===== config.mk =====
export PLATFORM = sky130hd
export DESIGN_NAME = regfile_wb_sequencer_flat
export DESIGN_NICKNAME = d
export VERILOG_FILES = /design/src/rtl/regfile_wb_sequencer_if.sv /design/src/rtl/regfile_wb_sequencer.sv /design/src/flat_wrapper.sv
export SDC_FILE = /design/constraint.sdc
export NUM_CORES = 1
export LEC_CHECK = 0
export BUFFER_PORTS_ARGS = -buffer_cell sky130_fd_sc_hd__buf_2
export CORE_MARGIN = 4
export CORE_UTILIZATION = 30
export CTS_BUF_LIST = sky130_fd_sc_hd__clkbuf_4 sky130_fd_sc_hd__clkbuf_8
export CTS_CLUSTER_SIZE = 12
export DETAILED_ROUTE_END_ITERATION = 10
export PLACE_DENSITY_LB_ADDON = 0.15
export SKIP_CTS_REPAIR_TIMING = 1
export SLEW_MARGIN = 10
export SYNTH_ARGS = -nofsm -noshare
export SYNTH_HDL_FRONTEND = slang
export SYNTH_SLANG_ARGS = --single-unit

===== constraint.sdc =====
create_clock -name clk -period 3.15 [get_ports clk]
set_input_delay 0.4725 -clock clk [delete_from_list [all_inputs] [get_ports clk]]
set_output_delay 0.4725 -clock clk [all_outputs]
set_load 0.02 [all_outputs]

===== src/rtl/regfile_wb_sequencer_if.sv =====
// Bundle between the WB stage, the register file write port and the hazard logic.
// The slave modport is the sequencer's view; the master modport is its environment.
interface regfile_wb_sequencer_if #(
  parameter int N = 16
);
  logic         in_valid;
  logic         in_ready;
  logic         in_en1;
  logic [2:0]   in_dst1;
  logic [N-1:0] in_data1;
  logic         in_en2;
  logic [2:0]   in_dst2;
  logic [N-1:0] in_data2;
  logic         wr_en;
  logic [2:0]   wr_addr;
  logic [N-1:0] wr_data;
  logic [2:0]   q_addr;
  logic         q_hit;
  logic         busy;

  modport master (
    output in_valid, in_en1, in_dst1, in_data1, in_en2, in_dst2, in_data2, q_addr,
    input  in_ready, wr_en, wr_addr, wr_data, q_hit, busy
  );

  modport slave (
    input  in_valid, in_en1, in_dst1, in_data1, in_en2, in_dst2, in_data2, q_addr,
    output in_ready, wr_en, wr_addr, wr_data, q_hit, busy
  );
endinterface


===== src/rtl/regfile_wb_sequencer.sv =====
// Queues WB-stage requests (up to two destinations each) and serialises them onto the
// register file's single write port. Optional macro WB_BYPASS_EN: same-cycle write for empty-queue singles.
module regfile_wb_sequencer #(
  parameter int N     = 16,
  parameter int DEPTH = 2
) (
  input  logic                  clk,
  input  logic                  rst,
  regfile_wb_sequencer_if.slave bus
);
  localparam int AW = $clog2(DEPTH);
  localparam int CW = AW + 1;

  typedef enum logic {P1, P2} phase_t;

  logic         en1_q   [DEPTH];
  logic [2:0]   dst1_q  [DEPTH];
  logic [N-1:0] data1_q [DEPTH];
  logic         en2_q   [DEPTH];
  logic [2:0]   dst2_q  [DEPTH];
  logic [N-1:0] data2_q [DEPTH];

  logic [AW-1:0] wr_ptr;
  logic [AW-1:0] rd_ptr;
  logic [CW-1:0] count;
  phase_t        phase;
  phase_t        phase_nxt;

  logic          push;
  logic          pop;
  logic          bypass;
  logic          hd_en;
  logic [2:0]    hd_addr;
  logic [N-1:0]  hd_data;

  // in_ready depends only on the registered count, never on this cycle's pop.
  assign bus.in_ready = (count < CW'(DEPTH));
  assign bus.busy     = (count != '0);
  assign push = bus.in_valid && bus.in_ready && (bus.in_en1 || bus.in_en2) && !bypass;

  always_ff @(posedge clk or posedge rst) begin
    if (rst) begin
      count  <= '0;
      wr_ptr <= '0;
      rd_ptr <= '0;
    end else begin
      if (push) wr_ptr <= wr_ptr + AW'(1);
      if (pop)  rd_ptr <= rd_ptr + AW'(1);
      case ({push, pop})
        2'b10:   count <= count + CW'(1);
        2'b01:   count <= count - CW'(1);
        default: count <= count;
      endcase
    end
  end

  always_ff @(posedge clk) begin
    if (push) begin
      en1_q[wr_ptr]   <= bus.in_en1;
      dst1_q[wr_ptr]  <= bus.in_dst1;
      data1_q[wr_ptr] <= bus.in_data1;
      en2_q[wr_ptr]   <= bus.in_en2;
      dst2_q[wr_ptr]  <= bus.in_dst2;
      data2_q[wr_ptr] <= bus.in_data2;
    end
  end

  always_ff @(posedge clk or posedge rst) begin
    if (rst) phase <= P1;
    else     phase <= phase_nxt;
  end

  // Head decode: P1 issues dst1 (or dst2 if only en2), P2 issues the remaining dst2.
  always_comb begin
    phase_nxt = phase;
    pop       = 1'b0;
    hd_en     = 1'b0;
    hd_addr   = '0;
    hd_data   = '0;
    if (count != '0) begin
      hd_en = 1'b1;
      case (phase)
        P1: begin
          if (en1_q[rd_ptr]) begin
            hd_addr = dst1_q[rd_ptr];
            hd_data = data1_q[rd_ptr];
            if (en2_q[rd_ptr]) phase_nxt = P2;
            else               pop       = 1'b1;
          end else begin
            hd_addr = dst2_q[rd_ptr];
            hd_data = data2_q[rd_ptr];
            pop     = 1'b1;
          end
        end
        P2: begin
          hd_addr   = dst2_q[rd_ptr];
          hd_data   = data2_q[rd_ptr];
          pop       = 1'b1;
          phase_nxt = P1;
        end
        default: phase_nxt = P1;
      endcase
    end
  end

`ifdef WB_BYPASS_EN
  assign bypass = (count == '0) && bus.in_valid && (bus.in_en1 ^ bus.in_en2);

  always_comb begin
    bus.wr_en   = hd_en;
    bus.wr_addr = hd_addr;
    bus.wr_data = hd_data;
    if (bypass) begin
      bus.wr_en   = 1'b1;
      bus.wr_addr = bus.in_en1 ? bus.in_dst1  : bus.in_dst2;
      bus.wr_data = bus.in_en1 ? bus.in_data1 : bus.in_data2;
    end
  end
`else
  assign bypass      = 1'b0;
  assign bus.wr_en   = hd_en;
  assign bus.wr_addr = hd_addr;
  assign bus.wr_data = hd_data;
`endif

  // The head's dst1 stops counting once P2 is reached; the write in flight still counts.
  always_comb begin
    bus.q_hit = 1'b0;
    for (int k = 0; k < DEPTH; k++) begin
      if (CW'(k) < count) begin
        if (en2_q[rd_ptr + AW'(k)] && (dst2_q[rd_ptr + AW'(k)] == bus.q_addr))
          bus.q_hit = 1'b1;
        if (!(k == 0 && phase == P2) && en1_q[rd_ptr + AW'(k)] &&
            (dst1_q[rd_ptr + AW'(k)] == bus.q_addr))
          bus.q_hit = 1'b1;
      end
    end
  end
endmodule


===== src/flat_wrapper.sv =====
// flat-port wrapper written by rule: the top's interface ports become plain ports
module regfile_wb_sequencer_flat 
#(
  parameter int N     = 16,
  parameter int DEPTH = 2
)
  (clk, rst, bus_in_valid, bus_in_en1, bus_in_dst1, bus_in_data1, bus_in_en2, bus_in_dst2, bus_in_data2, bus_q_addr, bus_in_ready, bus_wr_en, bus_wr_addr, bus_wr_data, bus_q_hit, bus_busy);
  regfile_wb_sequencer_if #(.N(N)) bus_i ();
  input  logic clk;
  input  logic rst;
  input wire logic [$bits(bus_i.in_valid)-1:0] bus_in_valid;
  input wire logic [$bits(bus_i.in_en1)-1:0] bus_in_en1;
  input wire logic [$bits(bus_i.in_dst1)-1:0] bus_in_dst1;
  input wire logic [$bits(bus_i.in_data1)-1:0] bus_in_data1;
  input wire logic [$bits(bus_i.in_en2)-1:0] bus_in_en2;
  input wire logic [$bits(bus_i.in_dst2)-1:0] bus_in_dst2;
  input wire logic [$bits(bus_i.in_data2)-1:0] bus_in_data2;
  input wire logic [$bits(bus_i.q_addr)-1:0] bus_q_addr;
  output wire logic [$bits(bus_i.in_ready)-1:0] bus_in_ready;
  output wire logic [$bits(bus_i.wr_en)-1:0] bus_wr_en;
  output wire logic [$bits(bus_i.wr_addr)-1:0] bus_wr_addr;
  output wire logic [$bits(bus_i.wr_data)-1:0] bus_wr_data;
  output wire logic [$bits(bus_i.q_hit)-1:0] bus_q_hit;
  output wire logic [$bits(bus_i.busy)-1:0] bus_busy;
  assign bus_i.in_valid = bus_in_valid;
  assign bus_i.in_en1 = bus_in_en1;
  assign bus_i.in_dst1 = bus_in_dst1;
  assign bus_i.in_data1 = bus_in_data1;
  assign bus_i.in_en2 = bus_in_en2;
  assign bus_i.in_dst2 = bus_in_dst2;
  assign bus_i.in_data2 = bus_in_data2;
  assign bus_i.q_addr = bus_q_addr;
  assign bus_in_ready = bus_i.in_ready;
  assign bus_wr_en = bus_i.wr_en;
  assign bus_wr_addr = bus_i.wr_addr;
  assign bus_wr_data = bus_i.wr_data;
  assign bus_q_hit = bus_i.q_hit;
  assign bus_busy = bus_i.busy;
  regfile_wb_sequencer #(.N(N), .DEPTH(DEPTH)) u_core (.clk(clk), .rst(rst), .bus(bus_i));
endmodule

==> flow_metrics.py <==
metrics = {
    "run": {
        "drv_cap": 0,
    },
    "status": {
        "outcome": "complete, no violations",
    },
    "logic_synthesis": {
        "syn_area_sq_um": 3790,
        "yosysSeqAreaShare_pct": 66.6,
        "synth-compound-area-share_pct": 11.3,
        "synthSimpleGateAreaFrac_pct": 5.67,
        "mappedNetlistNets": 286,
        "postSynthAreaPerCell_sq_um": 16.0,
        "yosys_warnings": 0,
        "muxShareOfSynthArea_pct": 7.39,
        "synth_xor_area_share_pct": 3.92,
        "syn-instance-count": 237,
        "synth_top_family_by_area": "compound AO/OA/AOI/OAI gates",
        "yosys.area_share.adder_pct": 0.989,
        "synth-seq-cells": 85,
        "ys_types": 30,
    },
    "worst_setup_path": {
        "critPathKind": "reg2out",
        "slowest_delay_ns": 0.85,
        "critPathLaunchType": "register",
        "cpMaxStageDelayCell": "dfrtp_2",
        "r2r-start": "u_core.count[1]",
        "crit_chain": "buf_4 > a211oi_2 > a211oi_2 > buf_2",
        "arrival_ns": 2.16,
        "r2r_slack_ns": 1.09,
        "end_kind": "primary output",
        "cp.required_ns": 2.68,
        "crit_top_cell": "a211oi_2",
        "worstReg2RegEnd": "u_core.dst2_q[1][0]",
        "crit_fanout": 36,
        "reg2regPathDepth": 4,
    },
    "grt": {
        "grt_first_pass_wirelength_mm": 12.2,
        "grt_pass1_vias": 2238,
        "grt_usage_pct": 11.0,
        "overflow": 0,
        "grt_start_max_net_pins": 37,
        "antenna_found_initial": 0,
    },
    "timing": {
        "worst_slew_pin_slew_ns": 0.747,
        "setup_ws_ns": 0.522,
        "relSlewSlack_pct": 50.0,
        "finalMaxSlewViolations": 0,
        "period_share_pct": 83.4,
        "fin_skew_ns": 0.0188,
        "setup-tns-final_ns": 0,
        "max_freq_mhz": 380,
        "grt_setup_unrepaired": "false",
        "setup_viol": 0,
        "fin_crit_ns": 2.63,
        "hold_violations": 0,
    },
    "final_layout": {
        "seq_area_sq_um": 2530,
        "syn2layout_area_growth_pct": 18.0,
        "diodes": 0,
        "finish.utilization_pct": 36.7,
        "most-common-layout-cells": "edfxtp_1, buf_2, mux2i_1",
        "final_common_cell": "edfxtp_1",
        "layout-drive-gt1-share_pct": 36.2,
        "final_cells": 480,
        "multi_input_area_sq_um": 1130,
        "fin_nets": 357,
        "fillers": 1225,
        "final_area_sq_um": 4480,
    },
    "clocking": {
        "cts-root-buf": "clkbuf_8",
        "clockBufferDepth": 2,
        "cts_tree": "built",
        "clock_latency_ns": 0.35,
        "cts_buffers": 9,
        "cts_sinks": 85,
        "htreeDepth": 3,
        "clkTransAtPathRegs_ns": 0.09,
    },
    "drt": {
        "drt_pre_antenna_iters": 4,
        "wire_per_inst_um": 16.1,
        "drtIter0Drc": 92,
        "drc": 0,
        "routed_wl_mm": 7.71,
        "vias_per_cell": 4.42,
        "vias": 2123,
        "antenna_left": 0,
    },
    "pwr": {
        "power_density_nw_per_um2": 864,
        "ir_drop_mv": 0.238,
        "leakagePower_nw": 1.62,
    },
    "place": {
        "routabilityCongestion": 0.730,
        "placed_cells": 465,
        "io_buffers": 68,
        "place_hpwl_mm": 5.23,
        "post_dp_cell_area_sq_um": 4320,
        "post-place-ws_ns": 0.863,
    },
    "floorplan": {
        "dieHeight_um": 120,
        "row_count": 40,
        "start_util_pct": 31.1,
        "boundaryPins": 69,
        "dieArea_sq_um": 14500,
        "die_x_um": 120,
        "core_area_sq_um": 12200,
    },
    "min_path": {
        "hold_class": "in2async",
    },
}
-- metrics by stage --
step           power [mW]  hold WS, ns
3_5_place_dp         3.29        0.399
3_3_place_gp         3.29        0.404
2_1_floorplan        2.82        0.251
5_1_grt              4.12       0.0166
4_1_cts              3.95      0.00871
6_report             3.87       0.0124
-- layer usage --
| metal | wire, um | up-vias | GRT usage (%) |
|---|---|---|---|
| li1 | - | 1051 | - |
| met1 | 3520 | 1023 | 14.0 |
| met2 | 3810 | 43 | 18.1 |
| met3 | 282 | 6 | 2.95 |
| met4 | 96 | 0 | 3.82 |
| met5 | 0 | - | 0 |
-- cells by family after synthesis --
kind of cell,Yosys count
XOR/XNOR,17
AO/OA/AOI/OAI,44
buffers and inverters,23
adder cells (fa/ha/maj),3
AND/OR/NAND/NOR,37
flip-flops,85
multiplexers,28
-- critical path, delay by kind of cell (launching register included) --
family	cells	cell delay, ns
compound gates	2	0.30
flops	1	0.85
buf+inv	2	0.63
-- worst max-delay path by stage --
| stage | slack, ns | startpoint | endpoint | depth (start not counted) |
|---|---|---|---|---|
| finish | 0.52 | u_core.rd_ptr | bus_wr_data[5] | 4 |
| global route | 0.35 | u_core.rd_ptr | bus_wr_data[5] | 4 |
| CTS | 0.48 | u_core.count[1] | bus_q_hit | 6 |
| detailed placement | 0.86 | u_core.count[1] | bus_q_hit | 6 |
| global placement | 0.87 | u_core.rd_ptr | bus_wr_data[14] | 4 |
| floorplan | 0.20 | u_core.count[1] | u_core.data1_q[0][0] | 3 |
-- synthesized netlist by cell type --
master     n  area [sq um]
a21oi_1    1          5.00
buf_4      4          30.0
o22ai_1    1          6.26
nor2_1     4          15.0
o32ai_1    2          17.5
mux2i_1   28           280
buf_8      1          15.0
nor3_1     1          5.00
xnor2_1    3          26.3
a21oi_2    1          8.76
a211oi_1  17           128
nand4_1    5          31.3
buf_6      3          33.8
nor2b_1   18           113
clkbuf_4   1          7.51
buf_2      2          10.0
and2b_1    2          15.0
clkbuf_1   3          11.3
o21ai_0    1          5.00
ha_1       3          37.5
inv_1      8          30.0
edfxtp_1  80          2400
a211oi_2  20           250
nand2b_1   1          6.26
nand2_1    5          18.8
dfrtp_1    5           125
buf_12     1          20.0
xor2_1    14           123
o211ai_1   1          7.51
nor2_4     1          11.3
-- final cells by class --
class | count | area share, %
timing repair buffer | 75 | 9.33
clock inverter | 5 | 0.615
tap | 168 | 4.69
clock buffer | 10 | 2.93
multi-input combinational | 129 | 25.3
inverter | 8 | 0.671
sequential | 85 | 56.5
-- report_power, final --
group          internal, mW  switching, mW  total, mW
registers              1.46          0.158       1.62
clock network         0.286          0.368      0.654
logic                 0.609          0.991       1.60
total                  2.35           1.52       3.87
-- state kept, by name (all words and copies together), names as in the netlist --
| register | count |
|---|---|
| u_core.count | 2 |
| u_core.en2_q | 2 |
| u_core.wr_ptr | 1 |
| u_core.phase | 1 |
| u_core.dst2_q | 6 |
| u_core.data1_q | 32 |
| u_core.dst1_q | 6 |
| u_core.data2_q | 32 |
| u_core.en1_q | 2 |
| u_core.rd_ptr | 1 |
Note: power is estimated with default switching activity, not from simulation.
